[config.mk]
export PLATFORM = sky130hd
export DESIGN_NAME = fb_write_arbiter
export DESIGN_NICKNAME = d
export VERILOG_FILES = /design/src/rtl/fb_write_arbiter.sv
export SDC_FILE = /design/constraint.sdc
export NUM_CORES = 1
export LEC_CHECK = 0
export CAP_MARGIN = 0
export CELL_PAD_IN_SITES_DETAIL_PLACEMENT = 1
export CELL_PAD_IN_SITES_GLOBAL_PLACEMENT = 1
export CORE_AREA = 2 2 81 83
export CTS_CLUSTER_SIZE = 28
export DETAILED_ROUTE_END_ITERATION = 6
export DIE_AREA = 0 0 83 85
export MAX_ROUTING_LAYER = met4
export PLACE_DENSITY_LB_ADDON = 0.1
export SKIP_CTS_REPAIR_TIMING = 1
export SLEW_MARGIN = 10
export SYNTH_ARGS = -nofsm -noshare
export SYNTH_HDL_FRONTEND = slang
export SYNTH_SLANG_ARGS = --single-unit
[constraint.sdc]
create_clock -name clk -period 2.2 [get_ports clk]
set_clock_uncertainty 0.2 [all_clocks]
set_input_delay 0.22 -clock clk [delete_from_list [all_inputs] [get_ports clk]]
set_output_delay 0.22 -clock clk [all_outputs]
set_load 0.01 [all_outputs]
[src/rtl/fb_write_arbiter.sv]
// Purpose: round-robin arbiter sharing one framebuffer pixel-write port among cursor (0), brush (1) and clear sweeper (2).
// Latency: fb_wr is high for WR_CYCLES cycles starting 1 cycle after grant; ack follows; WR_CYCLES+2 cycles per write.
// Backpressure: requesters hold req with stable x/y/d until ack; inputs are sampled only in IDLE.
module fb_write_arbiter #(
    parameter int COORD_W   = 6,
    parameter int DATA_W    = 8,
    parameter int WR_CYCLES = 2
) (
    input  logic               clk,
    input  logic               rst,
    input  logic [2:0]         req,
    input  logic [COORD_W-1:0] x0,
    input  logic [COORD_W-1:0] y0,
    input  logic [DATA_W-1:0]  d0,
    input  logic [COORD_W-1:0] x1,
    input  logic [COORD_W-1:0] y1,
    input  logic [DATA_W-1:0]  d1,
    input  logic [COORD_W-1:0] x2,
    input  logic [COORD_W-1:0] y2,
    input  logic [DATA_W-1:0]  d2,
    output logic [2:0]         ack,
    output logic [COORD_W-1:0] fb_x,
    output logic [COORD_W-1:0] fb_y,
    output logic [DATA_W-1:0]  fb_data,
    output logic               fb_wr,
    output logic               busy,
    output logic [1:0]         last_grant
);

    // A one-cycle write still needs a 1-bit counter so the compare stays legal.
    localparam int CNT_W = (WR_CYCLES > 1) ? $clog2(WR_CYCLES) : 1;
    localparam logic [CNT_W-1:0] CNT_LOAD = CNT_W'(WR_CYCLES - 1);

    typedef enum logic [1:0] {IDLE, WRITE, ACK} state_t;

    state_t             state_q, state_d;
    logic [CNT_W-1:0]   cnt_q, cnt_d;
    logic [1:0]         grant_q, grant_d;
    logic [1:0]         last_grant_q, last_grant_d;
    logic [COORD_W-1:0] fb_x_q, fb_x_d;
    logic [COORD_W-1:0] fb_y_q, fb_y_d;
    logic [DATA_W-1:0]  fb_data_q, fb_data_d;
    logic               fb_wr_q, fb_wr_d;
    logic               busy_q, busy_d;
    logic [2:0]         ack_q, ack_d;

    logic [1:0]         pick;
    logic [COORD_W-1:0] sel_x, sel_y;
    logic [DATA_W-1:0]  sel_d;

    // Round-robin pick: scan starting just after the last served requester.
    always_comb begin
        pick = 2'd0;
        case (last_grant_q)
            2'd0:    pick = req[1] ? 2'd1 : (req[2] ? 2'd2 : 2'd0);
            2'd1:    pick = req[2] ? 2'd2 : (req[0] ? 2'd0 : 2'd1);
            default: pick = req[0] ? 2'd0 : (req[1] ? 2'd1 : 2'd2);
        endcase
    end

    // Steer the picked requester's coordinate and pixel toward the latch.
    always_comb begin
        sel_x = x0;
        sel_y = y0;
        sel_d = d0;
        case (pick)
            2'd1: begin
                sel_x = x1;
                sel_y = y1;
                sel_d = d1;
            end
            2'd2: begin
                sel_x = x2;
                sel_y = y2;
                sel_d = d2;
            end
            default: ;
        endcase
    end

    // FSM next state: grant in IDLE, hold the write for WR_CYCLES, pulse ack once.
    always_comb begin
        state_d      = state_q;
        cnt_d        = cnt_q;
        grant_d      = grant_q;
        last_grant_d = last_grant_q;
        fb_x_d       = fb_x_q;
        fb_y_d       = fb_y_q;
        fb_data_d    = fb_data_q;
        fb_wr_d      = fb_wr_q;
        busy_d       = busy_q;
        ack_d        = 3'b000;
        case (state_q)
            IDLE: begin
                if (|req) begin
                    grant_d   = pick;
                    fb_x_d    = sel_x;
                    fb_y_d    = sel_y;
                    fb_data_d = sel_d;
                    fb_wr_d   = 1'b1;
                    busy_d    = 1'b1;
                    cnt_d     = CNT_LOAD;
                    state_d   = WRITE;
                end
            end
            WRITE: begin
                if (cnt_q == '0) begin
                    fb_wr_d      = 1'b0;
                    ack_d        = 3'b001 << grant_q;
                    last_grant_d = grant_q;
                    state_d      = ACK;
                end else begin
                    cnt_d = cnt_q - 1'b1;
                end
            end
            ACK: begin
                busy_d  = 1'b0;
                state_d = IDLE;
            end
            default: begin
                fb_wr_d = 1'b0;
                busy_d  = 1'b0;
                state_d = IDLE;
            end
        endcase
    end

    // State registers; reset aborts any write in flight without an ack.
    always_ff @(posedge clk) begin
        if (rst) begin
            state_q      <= IDLE;
            cnt_q        <= '0;
            grant_q      <= 2'd0;
            last_grant_q <= 2'd2;
            fb_x_q       <= '0;
            fb_y_q       <= '0;
            fb_data_q    <= '0;
            fb_wr_q      <= 1'b0;
            busy_q       <= 1'b0;
            ack_q        <= 3'b000;
        end else begin
            state_q      <= state_d;
            cnt_q        <= cnt_d;
            grant_q      <= grant_d;
            last_grant_q <= last_grant_d;
            fb_x_q       <= fb_x_d;
            fb_y_q       <= fb_y_d;
            fb_data_q    <= fb_data_d;
            fb_wr_q      <= fb_wr_d;
            busy_q       <= busy_d;
            ack_q        <= ack_d;
        end
    end

    assign ack        = ack_q;
    assign fb_x       = fb_x_q;
    assign fb_y       = fb_y_q;
    assign fb_data    = fb_data_q;
    assign fb_wr      = fb_wr_q;
    assign busy       = busy_q;
    assign last_grant = last_grant_q;

endmodule

==> flow_summary.toml, run 1 <==
[placed_design]
place_congestion = 0.7974
placement_setup_slack_ns = -0.2443
numPortBuffers = 91
postPlaceCellArea_mm2 = 0.002572
place.detailed.hpwl_um = 3761

[clock_tree]
clock_tree.buffer_depth = 2
h-tree-depth = 2
clockRootBuffer = "sky130_fd_sc_hd__clkbuf_8"
numClockSinks = 32
clock_insertion_delay_worst_skew_ns = 0.29
clk_pin_slew_ns = 0.07
cts_buffers = 5
tritoncts = "yes"

[sta]
number_of_endpoints_failing_setup_at_the_final_stage = 0
timing.final.crit_period_ns = 2.080
slew_headroom_pct = 70.38
final-max-slew-violation-count = 0
number_of_failing_hold_endpoints_at_the_final_stage = 0
fmax_mhz = 480.8
grt_setup_unrepaired = "false"
worst_pin_slew_ns = 0.4427
final.period_utilization_pct = 94.55
post-route-worst-setup-slack_ns = 0.1199

[floorplan]
rows = 29
die-height_um = 85
number_of_ports_placed_on_the_die_boundary = 92
design.core.area_mm2 = 0.006205
fp.dieArea_mm2 = 0.007055
floorplan.die.width_um = 83
floorplan.initialDensity_pct = 24.22

[synth]
synth_seq_cells = 32
synth_sequential_area_ratio_pct = 42.63
postSynthCellCount = 170
yosys.cell_types.count = 30
synth_area_per_cell_um2 = 8.839
synth.yosys.warnings = 0
synth_nets = 237
synthesis.area_mm2 = 0.001503

[route]
drtIter0Drc = 28
firstDrtPassIters = 4
ant_nets = 0
avgRoutedWirePerCell_um = 15.07
postRouteWirelength_um = 5168
drcViolationCount = 0
dr_total_vias = 1668
post_drt_via_cell_ratio = 4.863

[critical_path]
setup.worst_path.end_class = "flip-flop"
worst_setup_path_start_kind = "primary input"
crit_arrival_ns = 2.07
critical_path_class = "in2reg"
worst_path_fanout_max = 20
required_ns = 2.19

[power]
cellPowerDensity_mw_per_mm2 = 669.3
netSwitchingPower_mw = 0.5342
cell_internal_pwr_mw = 1.263
power.clock.fraction_pct = 26.7
power.sequential.fraction_pct = 38.9
power_leakage_nw = 1.036
vdd.ir_drop.worst_mv = 0.4024
combinationalPowerShare_pct = 34.4
netSwitchingFraction_pct = 29.73

[cells_and_area]
area_growth_syn_to_layout_pct = 78.68
drive_gt1_share_pct = 9.023
multi_input_comb_area_um2 = 799.5
antenna_cells = 0
sequential_area_um2 = 641.9
fillCellCount = 727
nNetsFinal = 332
stdcell_area_mm2 = 0.002685

[grt]
grt_first_pass_wirelength_um = 8245
maximum_number_of_pins_on_one_net_before_global_route_repair = 29
initial_antenna_violation_count = 0
vias_in_the_first_global_route = 1720
global_route.overflow_total = 0
globalRouteTotalUtil_pct = 15.47

[run]
drv.max_cap_violation_count = 0

[outcome]
status = "finished clean"

[hold_path]
hold_class = "in2reg"
==> cell usage after synthesis, drive strengths merged <==
master | count | area share, %
dfxtp | 32 | 43
nand2 | 24 | 6.0
a22o | 20 | 12
a22oi | 20 | 10
o21ai | 20 | 6.7
clkbuf | 9 | 2.2
a21oi | 7 | 3.1
buf | 5 | 2.8
nor3 | 5 | 1.7
nor3b | 4 | 2.3
inv | 3 | 0.75
nor2 | 3 | 0.75
nor2b | 3 | 1.2
ha | 2 | 1.7
nand2b | 2 | 0.83
a211o | 1 | 0.58
a211oi | 1 | 0.50
a21boi | 1 | 0.50
a2bb2oi | 1 | 0.58
a311oi | 1 | 0.58
and2 | 1 | 0.42
mux2i | 1 | 0.67
nand3b | 1 | 0.50
nor4 | 1 | 0.42
o21bai | 1 | 0.50
or3 | 1 | 0.42
==> cells in the final DEF (no fill, tap or decap), types with 4 or more instances in the layout <==
master	synthesis	layout
sky130_fd_sc_hd__buf_4	0	7
sky130_fd_sc_hd__a22oi_1	20	20
sky130_fd_sc_hd__o21ai_0	20	19
sky130_fd_sc_hd__nor3_1	5	5
sky130_fd_sc_hd__clkdlybuf4s50_1	0	90
sky130_fd_sc_hd__a21oi_1	6	6
sky130_fd_sc_hd__clkbuf_8	0	6
sky130_fd_sc_hd__a22o_1	20	20
sky130_fd_sc_hd__nand2_1	24	24
sky130_fd_sc_hd__buf_12	0	4
sky130_fd_sc_hd__dfxtp_1	32	31
==> final timing paths <==
check | cells after the start | slack (ns) | end | startpoint
min | 3 | 0.24 | grant_q[0]$_SDFFE_PP0P_ | req[0]
min reg2reg | 2 | 0.26 | busy$_SDFFE_PP0P_ | busy$_SDFFE_PP0P_
max | 9 | 0.12 | fb_data[7]$_SDFFE_PP0P_ | req[1]
max reg2reg | 8 | 0.15 | fb_data[7]$_SDFFE_PP0P_ | last_grant[0]$_SDFFE_PP0P_
==> sequential cells by signal (all words and copies together) (netlist names) <==
signal and flops:
state_q 2, cnt_q 1, grant_q 2, ack 3, fb_data 8, fb_wr 1, busy 1, fb_x 6
fb_y 6, last_grant 2
==> metal layers <==
| metal | GRT usage, % | share of wire, % |
|---|---|---|
| met1 | 16.12 | 40 |
| met2 | 27.27 | 52 |
| met3 | 4.961 | 5.1 |
| met4 | 5.961 | 2.4 |
| met5 | - | 0 |
==> cells by family after synthesis <==
| group | count (synthesis) | synth area share (%) |
|---|---|---|
| compound gates | 73 | 34.64 |
| buf+inv | 17 | 5.828 |
| mux | 1 | 0.6661 |
| fa+ha+maj | 2 | 1.665 |
| simple gates | 45 | 14.57 |
| flops | 32 | 42.63 |
==> through the flow <==
| step | util (%) | power (mW) | hold slack [ns] | std cells | TNS, ns |
|---|---|---|---|---|---|
| after floorplan | - | 0.9829 | 0.2368 | 170 | 0 |
| after global placement | 41.46 | 1.327 | 0.2520 | 335 | -3.090 |
| after detailed placement | 41.46 | 1.332 | 0.2509 | 335 | -4.390 |
| after CTS | 42.91 | 1.812 | 0.2599 | 343 | 0 |
| after global routing | 43.27 | 1.910 | 0.2735 | 343 | 0 |
| final | 43.27 | 1.797 | 0.2366 | 343 | 0 |
==> layout make-up <==
| class | instances | area share [%] |
|---|---|---|
| clock buffers | 8 | 3.355 |
| inverters | 3 | 0.4194 |
| multi-input cells | 121 | 29.78 |
| flip-flops and latches | 32 | 23.90 |
| well taps | 77 | 3.588 |
| repair buffers | 102 | 38.96 |
==> worst max-delay path: stages <==
cell,delay [ns]
sky130_fd_sc_hd__clkdlybuf4s50_1,0.48
sky130_fd_sc_hd__nor2b_4,0.16
sky130_fd_sc_hd__o21bai_1,0.13
sky130_fd_sc_hd__and2_1,0.19
sky130_fd_sc_hd__ha_1,0.23
sky130_fd_sc_hd__buf_12,0.16
sky130_fd_sc_hd__a22oi_1,0.17
sky130_fd_sc_hd__o21ai_0,0.11
sky130_fd_sc_hd__a22o_1,0.20
==> power by group through the flow <==
stage	Combinational [mW]	Clock (mW)	Sequential [mW]
after floorplan	0.254	0	0.729
after global placement	0.617	0	0.710
after detailed placement	0.622	0	0.710
after CTS	0.627	0.486	0.699
after global routing	0.681	0.520	0.710
final	0.619	0.479	0.699
No activity file was read; power rests on OpenSTA's default activity.
==> inputs of run 2 (changes only) <==
- ABC_AREA: default -> 1
- CORE_AREA: 2 2 81 83 -> 2 2 89 91
- DIE_AREA: 0 0 83 85 -> 0 0 91 93
==> run 2 against run 1 <==
Effect of this change: maximum frequency increased by 9.2%; non-clock buffer count decreased by 5; flip-flop and latch count unchanged; setup slack improved by 0.17 ns; first-iteration DRC count increased by 140%; clock power increased by 18%; sequential share of layout area decreased by 2.4 points.
==> flow_summary.toml, run 2 <==
[cells_and_area]
nNetsFinal = 481
layout.cells.most_common = "sky130_fd_sc_hd__nand2_1"
largest_reg_flops = 8
antenna_cells = 0
area_growth_syn_to_layout_pct = 62.88
layout.cells.most_common_list = "174 x sky130_fd_sc_hd__nand2_1, 91 x sky130_fd_sc_hd__clkdlybuf4s50_1, 51 x sky130_fd_sc_hd__nor2_1"
layout.cells.non_filler = 517
drive_gt1_share_pct = 4.337
stdcell_area_mm2 = 0.002982

[floorplan]
fp.dieArea_mm2 = 0.008463
design.core.area_mm2 = 0.007527
rows = 32
floorplan.die.width_um = 91
die-height_um = 93
floorplan.initialDensity_pct = 24.32
number_of_ports_placed_on_the_die_boundary = 92

[power]
cellPowerDensity_mw_per_mm2 = 712.5
vdd.ir_drop.worst_mv = 0.2248
power.clock.fraction_pct = 26.7
netSwitchingFraction_pct = 33.33
combinationalPowerShare_pct = 39.9
netSwitchingPower_mw = 0.7080
power.sequential.fraction_pct = 33.5
power_leakage_nw = 1.433
cell_internal_pwr_mw = 1.416

[route]
post_drt_via_cell_ratio = 3.946
firstDrtPassIters = 4
ant_nets = 0
drcViolationCount = 0
dr_total_vias = 2040
drtIter0Drc = 66
postRouteWirelength_um = 5603
avgRoutedWirePerCell_um = 10.84

[synth]
synth_common_cells = "174 x sky130_fd_sc_hd__nand2_1, 51 x sky130_fd_sc_hd__nor2_1, 34 x sky130_fd_sc_hd__inv_1"
postSynthCellCount = 326
netlist_top_cells_area = "sky130_fd_sc_hd__nand2_1 36%, sky130_fd_sc_hd__dfxtp_1 35%, sky130_fd_sc_hd__nor2_1 10%, sky130_fd_sc_hd__inv_1 7.0%, sky130_fd_sc_hd__buf_2 2.5%"
yosys.cell_types.count = 17
synth_xor_xnor_area_share_pct = 0
synth_largest_area_cell = "sky130_fd_sc_hd__nand2_1"
synth_sequential_area_ratio_pct = 35.00
adder_cell_area_share_of_the_yosys_netlist_pct = 1.367
synth_top_area_share_pct = 35.68
synthMostInstantiatedCell = "sky130_fd_sc_hd__nand2_1"
yosys-mux-area-fraction_pct = 0
synth-edff-count = 0
combinational_family_with_the_most_area_after_synthesis = "simple AND/OR/NAND/NOR gates"
synth_compound_gate_area_share_pct = 2.802
synth_nets = 393
synth_seq_cells = 32
synth_area_per_cell_um2 = 5.615
synth-main-ff-cell = "sky130_fd_sc_hd__dfxtp_1"
synth.yosys.warnings = 0
synth_simple_gate_area_share_pct = 48.74
synthesis.area_mm2 = 0.001831
async_flop_share_pct = 0

[critical_path]
crit_arrival_ns = 1.88
worst_setup_path_start_kind = "primary input"
crit_path_max_incr_delay_ns = 0.45
setup.worst_path.end_class = "flip-flop"
rr_startpoint = "last_grant[1]$_SDFFE_PP1P_"
worst_path_fanout_max = 20
rr_worst_depth = 10
reg2reg_setup_slack_ns = 0.32
path_cells = "clkdlybuf4s50_1 -> nand3b_1 -> nand3_1 -> inv_1 -> ha_1 -> buf_4 -> nand2_1 -> nand2_1 -> nor2_1 -> nor2_1"
critical_path.slowest_cell = "sky130_fd_sc_hd__clkdlybuf4s50_1"
crit-reg2reg-capture = "fb_x[4]$_SDFFE_PP0P_"
critical_path_class = "in2reg"
required_ns = 2.18

[clock_tree]
h-tree-depth = 2
clock_insertion_delay_worst_skew_ns = 0.28
numClockSinks = 32
clockRootBuffer = "sky130_fd_sc_hd__clkbuf_8"
clk_pin_slew_ns = 0.07
cts_buffers = 5
clock_tree.buffer_depth = 2
tritoncts = "yes"

[sta]
worst_hold_slack_ns = 0.2617
worst_pin_slew_ns = 0.7362
final-max-slew-violation-count = 0
grt_setup_unrepaired = "false"
slew_headroom_pct = 50.86
fmax_mhz = 524.9
final.setup.tns_ns = 0
number_of_failing_hold_endpoints_at_the_final_stage = 0
final.period_utilization_pct = 86.60
number_of_endpoints_failing_setup_at_the_final_stage = 0
timing.final.crit_period_ns = 1.905

[run]
drv.max_cap_violation_count = 0

[hold_path]
min_delay_path_depth = 2
worstHoldStart = "busy$_SDFFE_PP0P_"
worstHoldEndpoint = "busy$_SDFFE_PP0P_"
hold_class = "reg2reg"

[outcome]
status = "finished clean"

[placed_design]
postPlaceCellArea_mm2 = 0.002870
dp_cells = 509
numPortBuffers = 91
place_congestion = 0.8181
place.detailed.hpwl_um = 4482

[grt]
initial_antenna_violation_count = 0
vias_in_the_first_global_route = 1938
maximum_number_of_pins_on_one_net_before_global_route_repair = 49
grt_first_pass_wirelength_um = 9052
global_route.overflow_total = 0
globalRouteTotalUtil_pct = 13.66
-- run 2: changes by cell type after synthesis, moves of 5 or more --
| cell | change |
|---|---|
| sky130_fd_sc_hd__o21ai_0 | -17 |
| sky130_fd_sc_hd__nor2_1 | +48 |
| sky130_fd_sc_hd__a22o_1 | -20 |
| sky130_fd_sc_hd__buf_2 | +8 |
| sky130_fd_sc_hd__nor3_1 | -5 |
| sky130_fd_sc_hd__inv_1 | +31 |
| sky130_fd_sc_hd__a22oi_1 | -20 |
| sky130_fd_sc_hd__clkbuf_1 | -5 |
| sky130_fd_sc_hd__nand2_1 | +150 |
-- run 2: routing by layer --
metal | track usage (%) | vias to the layer above | part of all wire (%)
met2 | 21.98 | 62 | 45
met3 | 2.176 | 6 | 4.6
li1 | - | 1122 | -
met5 | - | - | 0
met1 | 17.93 | 850 | 49
met4 | 3.788 | 0 | 1.1
-- run 2: stage by stage --
step	util [%]	power [mW]	setup WS, ns
6_report	39.61	2.124	0.2947
5_1_grt	39.61	2.293	0.1102
2_1_floorplan	-	1.183	0.3749
4_1_cts	39.61	2.167	0.2796
3_3_place_gp	38.13	1.578	0.01098
3_5_place_dp	38.13	1.593	-0.009165
-- run 2: power groups by stage --
stage          registers (mW)  logic [mW]  clock network, mW
6_report                0.711       0.847              0.566
5_1_grt                 0.724       0.962              0.607
4_1_cts                 0.714       0.869              0.584
3_5_place_dp            0.727       0.866                  0
3_3_place_gp            0.723       0.855                  0
2_1_floorplan           0.751       0.432                  0
-- run 2: final cells by class --
class	instances	area (um2)
fill	1034	4546
timing repair buffer	97	1006
multi-input combinational	244	968.4
sequential	32	640.6
inverter	34	127.6
tap	102	127.6
clock buffer	5	68.82
clock inverter	3	42.54
-- run 2: how the worst max path moves through the flow --
stage | depth (start not counted) | slack (ns) | end | from
final | 10 | 0.29 | fb_x[4]$_SDFFE_PP0P_ | req[0]
after floorplan | 12 | 0.37 | fb_x[5]$_SDFFE_PP0P_ | last_grant[0]$_SDFFE_PP0P_
after detailed placement | 12 | -0.009 | fb_y[5]$_SDFFE_PP0P_ | req[0]
after global routing | 13 | 0.11 | fb_y[2]$_SDFFE_PP0P_ | last_grant[0]$_SDFFE_PP0P_
after global placement | 10 | 0.01 | fb_x[4]$_SDFFE_PP0P_ | req[0]
after CTS | 12 | 0.28 | fb_y[5]$_SDFFE_PP0P_ | req[0]
-- run 2: worst max-delay path, delay by kind of cell --
| family | cells | cell delay [ns] |
|---|---|---|
| and+or+nand+nor | 6 | 0.64 |
| buffers and inverters | 3 | 0.72 |
| adders and majority gates | 1 | 0.30 |
-- run 2: kinds of logic after synthesis --
family	count (synthesis)
and+or+nand+nor	233
buffers and inverters	50
DFF	32
AOI/OAI and AO/OA	9
adders and majority gates	2
==> inputs of run 3 (changes only) <==
- CORE_AREA: 2 2 89 91 -> 2 2 73 110
- DIE_AREA: 0 0 91 93 -> 0 0 75 112
==> run 3 against run 2 <==
Effect of this change: flip-flop and latch count stayed put; power is 5.8% higher; worst hold slack worse by 0.00075 ns; final cell count is the same; global-route usage grew 0.80 points; sequential power barely moved; die area is 0.74% lower; maximum frequency shrank 0.16%; clock-buffer cell count grew 3; critical path depth grew 1; design area rose by 1.2%; first-iteration DRC count grew 41%; critical path type unchanged; critical endpoint unchanged.
==> flow_summary.toml, run 3 (synthesis results as in run 2) <==
[power]
cellPowerDensity_mw_per_mm2 = 744.9
finalPower_mw = 2.247
power_leakage_nw = 1.450
vdd.ir_drop.worst_mv = 0.2857

[critical_path]
path_cells = "clkdlybuf4s50_1 -> nand3b_1 -> nand3_1 -> inv_1 -> ha_1 -> inv_1 -> buf_12 -> nand2_1 -> nand2_1 -> nor2_1 -> nor2_1"
worst_setup_path_start_kind = "primary input"
worst_path_fanout_max = 20
worstPathBufferInverterCount = 4
crit_arrival_ns = 1.92
critical_path.slowest_cell = "sky130_fd_sc_hd__clkdlybuf4s50_1"
crit_path_max_incr_delay_ns = 0.46
critical_path_class = "in2reg"
worst_path_dominant_cell_family = "buffers and inverters"
setup.worst_path.end_class = "flip-flop"
required_ns = 2.21

[route]
postRouteWirelength_um = 5581
drtIter0Drc = 93
post_drt_via_cell_ratio = 3.973
drcViolationCount = 0
ant_nets = 0
avgRoutedWirePerCell_um = 10.79
firstDrtPassIters = 4
dr_total_vias = 2054

[grt]
maximum_number_of_pins_on_one_net_before_global_route_repair = 49
grt_first_pass_wirelength_um = 9128
global_route.overflow_total = 0
vias_in_the_first_global_route = 2043
globalRouteTotalUtil_pct = 14.46
initial_antenna_violation_count = 0

[sta]
timing.final.crit_period_ns = 1.908
slew_headroom_pct = 50.87
number_of_failing_hold_endpoints_at_the_final_stage = 0
grt_setup_unrepaired = "false"
final.period_utilization_pct = 86.74
final.setup.tns_ns = 0
fmax_mhz = 524.0
worst_pin_slew_ns = 0.7361
number_of_endpoints_failing_setup_at_the_final_stage = 0
final-max-slew-violation-count = 0
worst_hold_slack_ns = 0.2609

[placed_design]
postPlaceCellArea_mm2 = 0.002870
numPortBuffers = 91
place_congestion = 0.7796
place.detailed.hpwl_um = 4447

[cells_and_area]
sequential_area_um2 = 640.6
antenna_cells = 0
largest_reg_flops = 8
area_growth_syn_to_layout_pct = 64.80
drive_gt1_share_pct = 3.855
stdcell_area_mm2 = 0.003017
layout.cells.most_common_list = "174 x sky130_fd_sc_hd__nand2_1, 91 x sky130_fd_sc_hd__clkdlybuf4s50_1, 51 x sky130_fd_sc_hd__nor2_1"
fillCellCount = 1002
multi_input_comb_area_um2 = 968.4
layout.cells.most_common = "sky130_fd_sc_hd__nand2_1"
nNetsFinal = 481

[floorplan]
design.core.area_mm2 = 0.007466
fp.dieArea_mm2 = 0.008400
floorplan.initialDensity_pct = 24.52
number_of_ports_placed_on_the_die_boundary = 92
die-height_um = 112
floorplan.die.width_um = 75
rows = 39

[clock_tree]
tritoncts = "yes"
h-tree-depth = 2
clock_tree.buffer_depth = 2
cts_buffers = 5
numClockSinks = 32
clockRootBuffer = "sky130_fd_sc_hd__clkbuf_16"
clock_insertion_delay_worst_skew_ns = 0.27
clk_pin_slew_ns = 0.05

[hold_path]
hold_class = "reg2reg"

[outcome]
status = "finished clean"

[run]
drv.max_cap_violation_count = 0
==> run 3: changes by cell type in the layout (fill, tap and decap cells not counted) <==
cell	before	now
sky130_fd_sc_hd__clkbuf_16	0	5
sky130_fd_sc_hd__clkinvlp_4	1	0
sky130_fd_sc_hd__bufinv_16	1	0
sky130_fd_sc_hd__clkbuf_8	5	1
sky130_fd_sc_hd__clkinv_2	1	0
sky130_fd_sc_hd__clkbuf_1	0	2
==> run 3: area by class of cell <==
cell class	instances	share of cell area [%]
multi-input combinational	244	32.10
clock buffer	8	4.853
timing repair buffer	97	33.35
sequential	32	21.24
inverter	34	4.231
tap	102	4.231
==> run 3: path summary, 6_finish.rpt <==
check                             startpoint                   end  slack [ns]  cells after the start
setup / recovery                      req[0]  fb_x[4]$_SDFFE_PP0P_        0.29                     11
hold reg to reg            busy$_SDFFE_PP0P_     busy$_SDFFE_PP0P_        0.26                      2
setup reg to reg  last_grant[1]$_SDFFE_PP1P_  fb_x[4]$_SDFFE_PP0P_        0.33                     11
hold / removal             busy$_SDFFE_PP0P_     busy$_SDFFE_PP0P_        0.26                      2
==> run 3: through the flow <==
step | setup WS [ns] | util, % | std cells
6_report | 0.2917 | 40.41 | 517
5_1_grt | 0.1511 | 40.41 | 517
4_1_cts | 0.2741 | 40.41 | 517
3_5_place_dp | 0.005830 | 38.44 | 509
3_3_place_gp | 0.07476 | 38.44 | 509
2_1_floorplan | 0.3749 | - | 326
==> run 3: worst min-delay path: stages (launching register included) <==
cell	delay [ns]
sky130_fd_sc_hd__dfxtp_1	0.30
sky130_fd_sc_hd__nand2_1	0.06
sky130_fd_sc_hd__a21oi_1	0.05
==> run 3: layer usage <==
layer / share of wire, % / GRT usage, % / vias up
li1: - / - / 1124
met1: 44 / 16.67 / 867
met2: 51 / 24.27 / 57
met3: 4.0 / 2.624 / 6
met4: 1.3 / 5.357 / 0
met5: 0 / - / -
==> run 3: power breakdown <==
group          internal (mW)  switching (mW)  total (mW)
logic                  0.418           0.432       0.850
registers              0.665          0.0464       0.711
clock network          0.451           0.235       0.686
